File: config.mk
export PLATFORM = sky130hd
export DESIGN_NAME = lcd_bus_driver
export DESIGN_NICKNAME = d
export VERILOG_FILES = /design/src/rtl/lcd_bus_driver.sv
export SDC_FILE = /design/constraint.sdc
export NUM_CORES = 1
export LEC_CHECK = 0
export CORE_ASPECT_RATIO = 1.4
export CORE_UTILIZATION = 35
export CTS_CLUSTER_DIAMETER = 30
export DETAILED_ROUTE_END_ITERATION = 10
export RECOVER_POWER = 100
export SYNTH_ARGS = -nofsm -noshare
export SYNTH_HDL_FRONTEND = slang
export SYNTH_SLANG_ARGS = --single-unit
File: constraint.sdc
create_clock -name iCLK -period 3.44 [get_ports iCLK]
set_clock_uncertainty 0.05 [all_clocks]
set_input_delay 0.688 -clock iCLK [delete_from_list [all_inputs] [get_ports iCLK]]
set_output_delay 0.688 -clock iCLK [all_outputs]
set_load 0.02 [all_outputs]
File: src/rtl/lcd_bus_driver.sv
// HD44780-style write-only bus cycle generator: setup, enable pulse, hold, then
// waits out the instruction execution time before pulsing oDone.
module lcd_bus_driver #(
    parameter int SETUP_CYC      = 2,
    parameter int EN_HIGH_CYC    = 16,
    parameter int HOLD_CYC       = 2,
    parameter int EXEC_SHORT_CYC = 2000,
    parameter int EXEC_LONG_CYC  = 82000
) (
    input  logic       iCLK,
    input  logic       iRST,
    input  logic [7:0] iDATA,
    input  logic       iRS,
    input  logic       iStart,
    output logic       oDone,
    output logic       oBusy,
    output logic [7:0] LCD_DATA,
    output logic       LCD_RW,
    output logic       LCD_EN,
    output logic       LCD_RS
);

    localparam int MAX_A   = (SETUP_CYC > EN_HIGH_CYC) ? SETUP_CYC : EN_HIGH_CYC;
    localparam int MAX_B   = (HOLD_CYC > EXEC_SHORT_CYC) ? HOLD_CYC : EXEC_SHORT_CYC;
    localparam int MAX_C   = (MAX_A > MAX_B) ? MAX_A : MAX_B;
    localparam int MAX_CYC = (MAX_C > EXEC_LONG_CYC) ? MAX_C : EXEC_LONG_CYC;
    localparam int CW      = (MAX_CYC > 1) ? $clog2(MAX_CYC) : 1;

    localparam logic [CW-1:0] SETUP_LOAD = CW'(SETUP_CYC - 1);
    localparam logic [CW-1:0] EN_LOAD    = CW'(EN_HIGH_CYC - 1);
    localparam logic [CW-1:0] HOLD_LOAD  = CW'(HOLD_CYC - 1);
    localparam logic [CW-1:0] SHORT_LOAD = CW'(EXEC_SHORT_CYC - 1);
    localparam logic [CW-1:0] LONG_LOAD  = CW'(EXEC_LONG_CYC - 1);

    typedef enum logic [2:0] {
        IDLE,
        SETUP,
        EN_HI,
        HOLD,
        EXEC,
        DONE
    } state_t;

    state_t        stateReg, stateNext;
    logic [CW-1:0] cntReg, cntNext;
    logic          armedReg, armedNext;
    logic          longReg, longNext;
    logic [7:0]    dataReg, dataNext;
    logic          rsReg, rsNext;
    logic          enReg, doneReg, busyReg;
    logic          accept, cmdIsLong;

    always_comb begin
        accept    = (stateReg == IDLE) && iStart && armedReg;
        // Clear Display (0x01) and Return Home (0x02/0x03) need the long wait
        cmdIsLong = !iRS && (iDATA[7:2] == 6'd0) && (iDATA != 8'd0);

        stateNext = stateReg;
        cntNext   = cntReg;
        longNext  = longReg;
        dataNext  = dataReg;
        rsNext    = rsReg;
        armedNext = armedReg;

        if (accept) begin
            armedNext = 1'b0;
        end else if (!iStart) begin
            armedNext = 1'b1;
        end

        unique case (stateReg)
            IDLE: begin
                if (accept) begin
                    stateNext = SETUP;
                    cntNext   = SETUP_LOAD;
                    dataNext  = iDATA;
                    rsNext    = iRS;
                    longNext  = cmdIsLong;
                end
            end
            SETUP: begin
                if (cntReg == '0) begin
                    stateNext = EN_HI;
                    cntNext   = EN_LOAD;
                end else begin
                    cntNext = cntReg - CW'(1);
                end
            end
            EN_HI: begin
                if (cntReg == '0) begin
                    stateNext = HOLD;
                    cntNext   = HOLD_LOAD;
                end else begin
                    cntNext = cntReg - CW'(1);
                end
            end
            HOLD: begin
                if (cntReg == '0) begin
                    stateNext = EXEC;
                    cntNext   = longReg ? LONG_LOAD : SHORT_LOAD;
                end else begin
                    cntNext = cntReg - CW'(1);
                end
            end
            EXEC: begin
                if (cntReg == '0) begin
                    stateNext = DONE;
                    cntNext   = '0;
                end else begin
                    cntNext = cntReg - CW'(1);
                end
            end
            DONE: begin
                stateNext = IDLE;
                cntNext   = '0;
            end
            default: begin
                stateNext = IDLE;
                cntNext   = '0;
            end
        endcase
    end

    // Strobe/status flops are fed from the next state so they align with the state register
    always_ff @(posedge iCLK) begin
        if (iRST) begin
            stateReg <= IDLE;
            cntReg   <= '0;
            armedReg <= 1'b1;
            longReg  <= 1'b0;
            dataReg  <= 8'd0;
            rsReg    <= 1'b0;
            enReg    <= 1'b0;
            doneReg  <= 1'b0;
            busyReg  <= 1'b0;
        end else begin
            stateReg <= stateNext;
            cntReg   <= cntNext;
            armedReg <= armedNext;
            longReg  <= longNext;
            dataReg  <= dataNext;
            rsReg    <= rsNext;
            enReg    <= (stateNext == EN_HI);
            doneReg  <= (stateNext == DONE);
            busyReg  <= (stateNext != IDLE);
        end
    end

    assign LCD_DATA = dataReg;
    assign LCD_RS   = rsReg;
    assign LCD_EN   = enReg;
    assign LCD_RW   = 1'b0;
    assign oDone    = doneReg;
    assign oBusy    = busyReg;

endmodule

==> impl_metrics.py, run 1 <==
metrics = {
    "floorplanning": {
        "initial_core_util": 0.367,
        "rows": 30,
        "design.die.area_um2": 5450,
        "io_pins": 25,
        "die_y_um": 87.0,
        "dieWidth_um": 62.7,
        "core_um2": 4920,
    },
    "synthesis": {
        "syn_nets": 250,
        "synth.avg_cell_area_um2": 7.65,
        "synth_async_sr_flop_share": 0,
        "synth_seq_area_share": 0.377,
        "syn_area_um2": 1810,
        "ys.flop_type": "dfxtp_1",
        "ys_warn_count": 0,
        "synthCells": 236,
        "ys_seq_elements": 34,
        "ys_types": 49,
        "synth-edff-count": 0,
    },
    "job": {
        "maxCapViolations": 0,
    },
    "critical_path": {
        "worstReg2RegStart": "cntReg[0]",
        "path_delay_family": "simple AND/OR/NAND/NOR gates",
        "crit_path_end_kind": "flip-flop",
        "cp_max_fo": 15,
        "worst_ep_required_time_ps": 3600,
        "startpoint": "cntReg[0]",
        "path_cells": "inv_1 > ha_1 > nor4b_1 > and4_1 > nor2_1 > o21ai_0 > a311oi_1",
        "worstPathArrival_ps": 2620,
        "critPathKind": "reg2reg",
        "path_buf_inv": 1,
        "slowest_delay_ps": 680,
        "cp_slowest_cell": "nor2_1",
        "start_kind": "flip-flop",
    },
    "clock_network": {
        "clk_latency_ps": 300,
        "cts.sinks": 34,
        "cts_resized": 0,
        "cts-root-buf": "clkbuf_8",
        "numCtsBuffers": 5,
        "holdBufCountCts": 0,
        "post_cts_buffers": 0,
        "cts_max_level": 2,
        "cts_tree": "yes",
        "clk_pin_slew_worst_paths_ps": 80,
        "clockBufferDepth": 2,
    },
    "layout": {
        "nFillCells": 502,
        "synthToLayoutAreaGrowth_pct": 20.6,
        "regArea_um2": 681,
        "nNetsFinal": 268,
        "diodes": 0,
        "largest_register_ffs": 17,
        "top_register": "cntReg",
        "multi_input_area_um2": 1030,
        "drive_gt1_frac": 0.0549,
    },
    "power": {
        "power.share.switching": 0.479,
        "power.switching_w": 0.00105,
        "totalPowerFinal_w": 0.00220,
        "seqPwrFrac": 0.280,
        "power_density_nw_per_um2": 1010,
        "vdd_ir_drop_max_v": 0.000387,
        "pwr-share-comb": 0.546,
        "intPower_w": 0.00115,
        "pwr-share-clk": 0.174,
        "power_leakage_nw": 0.785,
    },
    "detailed_routing": {
        "drc": 0,
        "drtIter0Drc": 131,
        "viasPerCell": 5.66,
        "routedWlPerCell_um": 15.0,
        "ant_nets": 0,
        "wl_um": 4780,
        "first_pass_iters": 5,
        "vias": 1805,
    },
    "sta": {
        "drv_slew": 0,
        "rsz0062_at_grt": "false",
        "setup_viol": 0,
        "fmax_ghz": 0.406,
        "setup_tns_ps": 0,
        "period_share": 0.715,
        "period_minus_slack_ps": 2460,
        "hold_viol": 0,
        "tightest_slew_ps": 814,
        "slew_headroom": 0.455,
    },
    "place": {
        "gp_congestion": 0.869,
        "port_buffers": 23,
        "hpwl_um": 3410,
    },
    "hold_path": {
        "hp-class": "reg2reg",
        "min_from": "LCD_DATA[1]",
    },
    "global_routing": {
        "grt_pass1_wl_um": 8050,
        "grtUsageTotal": 0.187,
        "antenna_found_initial": 0,
        "grt_overflow": 0,
        "grt_pass1_vias": 1685,
        "grt_max_degree": 19,
    },
    "outcome": {
        "status": "finished clean",
    },
}
## per-layer routing
layer / routed length (um) / vias to the layer above / global-route usage / part of all wire
met5: 0 / - / 0 / 0
met1: 1980 / 847 / 0.215 / 0.41
met2: 2510 / 45 / 0.343 / 0.53
met4: 60 / 0 / 0.0677 / 0.013
li1: - / 908 / - / -
met3: 227 / 5 / 0.0353 / 0.047
## cell usage after synthesis, drive strengths merged (2+ instances only)
cell type / number / share of area
nand4: 3 / 0.010
or3: 4 / 0.014
or2: 3 / 0.012
nand2: 36 / 0.075
nand3b: 3 / 0.012
a22o: 2 / 0.0097
a211oi: 3 / 0.012
nor2b: 2 / 0.0069
o31ai: 4 / 0.017
nand2b: 4 / 0.014
and4: 2 / 0.0097
nor3: 7 / 0.019
buf: 5 / 0.019
dfxtp: 34 / 0.38
ha: 2 / 0.014
nor3b: 2 / 0.0083
inv: 5 / 0.010
nor4: 7 / 0.031
o21ai: 12 / 0.033
nor2: 18 / 0.037
or4: 5 / 0.021
a31oi: 6 / 0.021
a21oi: 27 / 0.075
clkbuf: 11 / 0.023
nand3: 7 / 0.019
a311oi: 5 / 0.024
## kinds of logic (layout without fill, tap and decap cells)
kind of cell,count (synthesis),count (layout),synth area share
AOI/OAI and AO/OA,72,72,0.252
buffers and inverters,21,40,0.0520
and+or+nand+nor,106,106,0.304
adders and majority gates,2,2,0.0139
other,1,1,0.00208
DFF,34,34,0.377
## layout by cell type (no fill, tap or decap), types with 2 or more instances in the layout
cell,count
or4_1,5
nor3b_1,2
dlygate4sd3_1,14
nor4_2,2
clkdlybuf4s50_1,9
a31oi_1,6
o21ai_0,11
nor2_1,18
buf_4,2
nand3b_1,3
nand4_1,3
a22o_1,2
nand3_1,7
clkbuf_1,2
ha_1,2
nor3_1,7
nor2b_1,2
clkinvlp_4,2
a311oi_1,5
o31ai_1,4
and4_1,2
or3_1,4
nor4_1,5
a211oi_1,3
inv_1,5
a21oi_1,27
dfxtp_1,34
clkbuf_8,5
nand2_1,36
nand2b_1,4
## stage by stage
stage	utilization	instance area (um^2)	instances	setup slack (ps)	hold slack [ps]
6_report	0.443	2180	319	980	399
5_1_grt	0.443	2180	319	730	430
4_1_cts	0.444	2180	319	1020	408
3_5_place_dp	0.421	2070	311	1050	397
3_3_place_gp	0.421	2070	311	1110	393
2_1_floorplan	-	1810	236	1420	416
## worst reg2reg max path, stage by stage, from the launching register on
cell and delay [ps]:
dfxtp_1 380, inv_1 90, ha_1 210, nor4b_1 160, and4_1 330, nor2_1 680
o21ai_0 200, a311oi_1 280
## worst paths after layout
path                               endpoint  slack (ps)  cells past startpoint
worst max-delay path             cntReg[11]         980                      7
worst min-delay path            LCD_DATA[1]         400                      2
worst max register to register   cntReg[11]         980                      7
worst min register to register  LCD_DATA[1]         400                      2
## power groups by stage
stage | combinational [W] | sequential [W] | clock [W]
3_3_place_gp | 0.00122 | 0.000621 | 0
4_1_cts | 0.00121 | 0.000615 | 0.000384
2_1_floorplan | 0.000899 | 0.000611 | 0
5_1_grt | 0.00134 | 0.000636 | 0.000402
3_5_place_dp | 0.00120 | 0.000624 | 0
6_report | 0.00120 | 0.000615 | 0.000383
## final cells by class
type                    instances  area share
flip-flops and latches         34       0.313
multi-input cells             181       0.474
inverters                       5     0.00862
clock inverters                 3      0.0207
clock buffers                   5      0.0316
well taps                      64      0.0368
repair buffers                 27       0.116
(Power assumes the default switching activity.)
==> run 2, diff against run 1 <==
- clock period: 3.44 -> 2.35 ns (I/O delays scaled with it)
==> run 2 against run 1 <==
Effect of this change: worst hold slack improved by 2.6 ps; register-to-register slack got worse by 780 ps; total power increased by 46%; combinational power up 57%; clock-buffer cell count increased by 2; sequential power rose by 43%; design area is 1.9% higher; die area unchanged; fmax increased by 14%; critical endpoint is now cntReg[6].
==> impl_metrics.py, run 2 (synthesized netlist as in run 1, its figures left out) <==
metrics = {
    "outcome": {
        "status": "finished clean",
    },
    "detailed_routing": {
        "drc": 0,
        "first_pass_iters": 4,
        "wl_met2_um": 2520,
        "vias": 1839,
        "top_layer": "met4",
        "routedWlPerCell_um": 14.6,
        "drt-met1-wl_um": 1970,
        "drtIter0Drc": 47,
        "viasPerCell": 5.62,
        "wl_um": 4770,
        "met3_length_um": 197,
        "ant_nets": 0,
    },
    "floorplanning": {
        "rows": 30,
        "design.die.area_um2": 5450,
        "core_um2": 4920,
        "dieWidth_um": 62.7,
        "io_pins": 25,
        "initial_core_util": 0.367,
        "die_y_um": 87.0,
    },
    "power": {
        "power_density_nw_per_um2": 1450,
        "vdd_ir_drop_max_v": 0.000506,
        "power_leakage_nw": 0.825,
    },
    "layout": {
        "top_register": "cntReg",
        "mostFrequentLayoutCell": "nand2_1",
        "diodes": 0,
        "nFillCells": 511,
        "instances_no_fill": 327,
        "mostFrequentLayoutCells": "nand2_1 (36), dfxtp_1 (34), a21oi_1 (27)",
        "synthToLayoutAreaGrowth_pct": 22.9,
        "largest_register_ffs": 17,
        "drive_gt1_frac": 0.0837,
        "nNetsFinal": 276,
    },
    "global_routing": {
        "grt_pass1_vias": 1802,
        "grt_max_degree": 21,
        "grt_pass1_wl_um": 8290,
        "grtUsageTotal": 0.195,
        "antenna_found_initial": 0,
        "grt_overflow": 0,
    },
    "clock_network": {
        "cts.sinks": 34,
        "clockBufferDepth": 2,
        "cts-root-buf": "clkbuf_8",
        "numCtsBuffers": 5,
        "post_cts_buffers": 0,
        "cts_tree": "yes",
        "clk_pin_slew_worst_paths_ps": 70,
        "clk_latency_ps": 290,
        "cts_max_level": 2,
    },
    "job": {
        "maxCapViolations": 0,
    },
    "critical_path": {
        "cp_slowest_cell": "or3b_1",
        "slowest_delay_ps": 480,
        "worst_ep_required_time_ps": 2530,
        "start_kind": "flip-flop",
        "worstPathArrival_ps": 2330,
        "critPathKind": "reg2reg",
        "path_buf_inv": 1,
        "startpoint": "cntReg[0]",
        "crit_path_end_kind": "flip-flop",
        "cp_max_fo": 6,
        "path_delay_family": "simple AND/OR/NAND/NOR gates",
        "worstReg2RegStart": "cntReg[0]",
        "path_cells": "inv_1 > ha_1 > or3b_1 > or4_1 > a21oi_1 > o221ai_1 > a31oi_1",
    },
    "sta": {
        "drv_slew": 0,
        "hold_viol": 0,
        "setup_ws_ps": 200,
        "fmax_ghz": 0.465,
        "setup_tns_ps": 0,
        "period_minus_slack_ps": 2150,
        "slew_headroom": 0.403,
        "tightest_slew_ps": 895,
        "setup_viol": 0,
        "period_share": 0.915,
        "rsz0062_at_grt": "false",
    },
    "place": {
        "dp.cells": 319,
        "hpwl_um": 3520,
        "dpl_worst_slack_ps": 74.1,
        "gp_congestion": 0.861,
        "port_buffers": 23,
    },
    "hold_path": {
        "hp-class": "reg2reg",
        "min_from": "LCD_DATA[1]",
    },
}
==> run 2: power by group <==
| group | total [W] | switching, W | internal (W) |
|---|---|---|---|
| clock network | 0.000455 | 0.000219 | 0.000236 |
| logic | 0.00188 | 0.00116 | 0.000720 |
| registers | 0.000881 | 0.000155 | 0.000726 |
| total | 0.00322 | 0.00154 | 0.00168 |
==> run 2: final cells by class <==
class	instances	area, um^2	area share
Clock buffer	7	86.3	0.0389
Timing Repair Buffer	35	314	0.142
Clock inverter	1	5.00	0.00226
Tap cell	64	80.1	0.0361
Inverter	5	18.8	0.00846
Sequential cell	34	681	0.307
Multi-Input combinational cell	181	1030	0.466
==> run 2: metrics by stage <==
step,power [W],utilization,instance area [um^2],hold WS [ps]
5_1_grt,0.00352,0.451,2220,420
4_1_cts,0.00325,0.452,2220,406
6_report,0.00322,0.451,2220,401
3_3_place_gp,0.00278,0.433,2130,392
3_5_place_dp,0.00278,0.433,2130,399
2_1_floorplan,0.00221,-,1810,416
==> run 2: worst paths after layout <==
kind	cells after the start	end	slack (ps)
worst min-delay path	2	LCD_DATA[1]	400
worst max-delay path	7	cntReg[6]	200
worst min register to register	2	LCD_DATA[1]	400
worst max register to register	7	cntReg[6]	200
==> run 2: worst register-to-register path: stages (launching register included) <==
cell	delay, ps
dfxtp_1	330
inv_1	100
ha_1	210
or3b_1	480
or4_1	440
a21oi_1	200
o221ai_1	150
a31oi_1	130
==> run 2: repair_timing <==
item                       4_1_cts  5_1_grt
gates resized for setup          0        2
hold endpoints to repair         0        0
setup endpoints to repair        0        8
hold buffers                     0        0
==> run 2: metal layers <==
layer | GRT usage | up-vias
met2 | 0.366 | 44
li1 | - | 920
met3 | 0.0353 | 6
met1 | 0.214 | 869
met5 | 0 | -
met4 | 0.0803 | 0
==> run 3, diff against run 2 <==
--- a/config.mk
+++ b/config.mk
@@ -9,2 +9,3 @@
 export CORE_UTILIZATION = 35
+export CTS_BUF_LIST = sky130_fd_sc_hd__clkbuf_16
 export CTS_CLUSTER_DIAMETER = 30
==> constraint.sdc (replaced) <==
create_clock -name iCLK -period 2.35 [get_ports iCLK]
set_clock_uncertainty 0.05 [all_clocks]
set_input_delay 0.705 -clock iCLK [delete_from_list [all_inputs] [get_ports iCLK]]
set_output_delay 0.705 -clock iCLK [all_outputs]
set_load 0.02 [all_outputs]
==> run 3 against run 2 <==
Effect of this change: register-to-register slack about the same; total power grew 11%; critical path type unchanged; largest power group unchanged; worst hold slack got worse by 3.2 ps; cell count increased by 0.61%.
==> impl_metrics.py, run 3 (synthesized netlist as in run 1, its figures left out) <==
metrics = {
    "floorplanning": {
        "design.die.area_um2": 5450,
        "die_y_um": 87.0,
        "dieWidth_um": 62.7,
        "io_pins": 25,
        "rows": 30,
        "core_um2": 4920,
        "initial_core_util": 0.367,
    },
    "clock_network": {
        "cts_max_level": 2,
        "cts-root-buf": "clkbuf_16",
        "clk_latency_ps": 280,
        "cts_tree": "yes",
        "post_cts_buffers": 0,
        "numCtsBuffers": 5,
        "holdBufCountCts": 0,
        "cts.sinks": 34,
        "clk_pin_slew_worst_paths_ps": 50,
        "clockBufferDepth": 2,
    },
    "detailed_routing": {
        "wl_um": 4780,
        "vias": 1859,
        "viasPerCell": 5.65,
        "routedWlPerCell_um": 14.5,
        "first_pass_iters": 4,
        "drtIter0Drc": 66,
        "drc": 0,
        "ant_nets": 0,
    },
    "sta": {
        "period_share": 0.917,
        "fmax_ghz": 0.464,
        "hold_viol": 0,
        "slew_headroom": 0.649,
        "drv_slew": 0,
        "rsz0062_at_grt": "false",
        "setup_tns_ps": 0,
        "setup_viol": 0,
        "period_minus_slack_ps": 2150,
        "tightest_slew_ps": 527,
    },
    "global_routing": {
        "antenna_found_initial": 0,
        "grt_pass1_wl_um": 8110,
        "grtUsageTotal": 0.190,
        "grt_pass1_vias": 1743,
        "grt_max_degree": 27,
        "grt_overflow": 0,
    },
    "power": {
        "seqPwrFrac": 0.248,
        "intPower_w": 0.00198,
        "power.share.switching": 0.443,
        "power_density_nw_per_um2": 1540,
        "power.switching_w": 0.00158,
        "vdd_ir_drop_max_v": 0.000568,
        "pwr-share-comb": 0.544,
        "pwr-share-clk": 0.208,
        "power_leakage_nw": 0.866,
    },
    "layout": {
        "mostFrequentLayoutCells": "nand2_1 (36), dfxtp_1 (34), a21oi_1 (27)",
        "nFillCells": 503,
        "instances_no_fill": 329,
        "top_register": "cntReg",
        "drive_gt1_frac": 0.0943,
        "mostFrequentLayoutCell": "nand2_1",
        "largest_register_ffs": 17,
        "nNetsFinal": 278,
        "regArea_um2": 681,
        "synthToLayoutAreaGrowth_pct": 27.9,
        "multi_input_area_um2": 1030,
        "diodes": 0,
    },
    "critical_path": {
        "worst_ep_required_time_ps": 2500,
        "r2r_cells": 7,
        "r2r_slack_ps": 200,
        "crit_path_end_kind": "flip-flop",
        "worstReg2RegStart": "cntReg[0]",
        "critPathKind": "reg2reg",
        "rr_endpoint": "cntReg[6]",
        "cp_max_fo": 4,
        "start_kind": "flip-flop",
        "worstPathArrival_ps": 2300,
    },
    "place": {
        "port_buffers": 23,
        "dp.cells": 321,
        "gp_congestion": 0.878,
        "hpwl_um": 3520,
    },
    "hold_path": {
        "min_from": "LCD_DATA[3]",
        "hold_end": "LCD_DATA[3]",
        "hp-class": "reg2reg",
        "min_path_cells": 2,
    },
    "outcome": {
        "status": "finished clean",
    },
    "job": {
        "maxCapViolations": 0,
    },
}
-- run 3: worst max-delay path, cell delays in order (launching register included) --
cell      delay, ps
dfxtp_1         320
inv_1           100
ha_1            210
or3b_2          480
or4_1           410
a21oi_1         220
o221ai_1        150
a31oi_1         140
-- run 3: area by class of cell --
type                            count  area share
Tap cell                           64      0.0347
Sequential cell                    34       0.295
Timing Repair Buffer               37       0.143
Inverter                            5     0.00813
Multi-Input combinational cell    181       0.448
Clock buffer                        5      0.0542
Clock inverter                      3      0.0179
-- run 3: repair_timing --
item,in CTS,in global routing
resized for setup,0,1
endpoints found under the setup margin,0,6
endpoints found under the hold margin,0,0
-- run 3: worst max path at each step --
| stage | from | to | cells after the start |
|---|---|---|---|
| finish | cntReg[0] | cntReg[6] | 7 |
| global route | cntReg[0] | cntReg[6] | 7 |
| CTS | cntReg[0] | cntReg[11] | 7 |
| detailed placement | cntReg[0] | cntReg[11] | 7 |
| global placement | cntReg[0] | cntReg[13] | 7 |
| floorplan | cntReg[0] | cntReg[6] | 7 |
-- run 3: layer usage --
layer	part of all wire	GRT usage	vias to the layer above	routed length [um]
li1	-	-	932	-
met1	0.41	0.211	870	1980
met2	0.51	0.334	47	2460
met3	0.048	0.0471	10	230
met4	0.024	0.0973	0	115
met5	0	0	-	0
-- run 3: per-stage QoR --
step | instance area, um^2 | power (W) | util | hold slack (ps) | setup WS (ps)
3_3_place_gp | 2150 | 0.00284 | 0.436 | 392 | 163
4_1_cts | 2310 | 0.00360 | 0.470 | 403 | 76.5
3_5_place_dp | 2150 | 0.00284 | 0.436 | 398 | 92.8
6_report | 2310 | 0.00356 | 0.469 | 398 | 196
2_1_floorplan | 1810 | 0.00221 | - | 416 | 333
5_1_grt | 2310 | 0.00385 | 0.469 | 423 | 63.9
-- run 3: power by group through the flow --
stage | clock [W] | combinational [W] | sequential [W]
after global routing | 0.000782 | 0.00216 | 0.000906
after detailed placement | 0 | 0.00195 | 0.000896
final | 0.000740 | 0.00194 | 0.000883
after global placement | 0 | 0.00194 | 0.000892
after CTS | 0.000757 | 0.00196 | 0.000883
after floorplan | 0 | 0.00132 | 0.000894
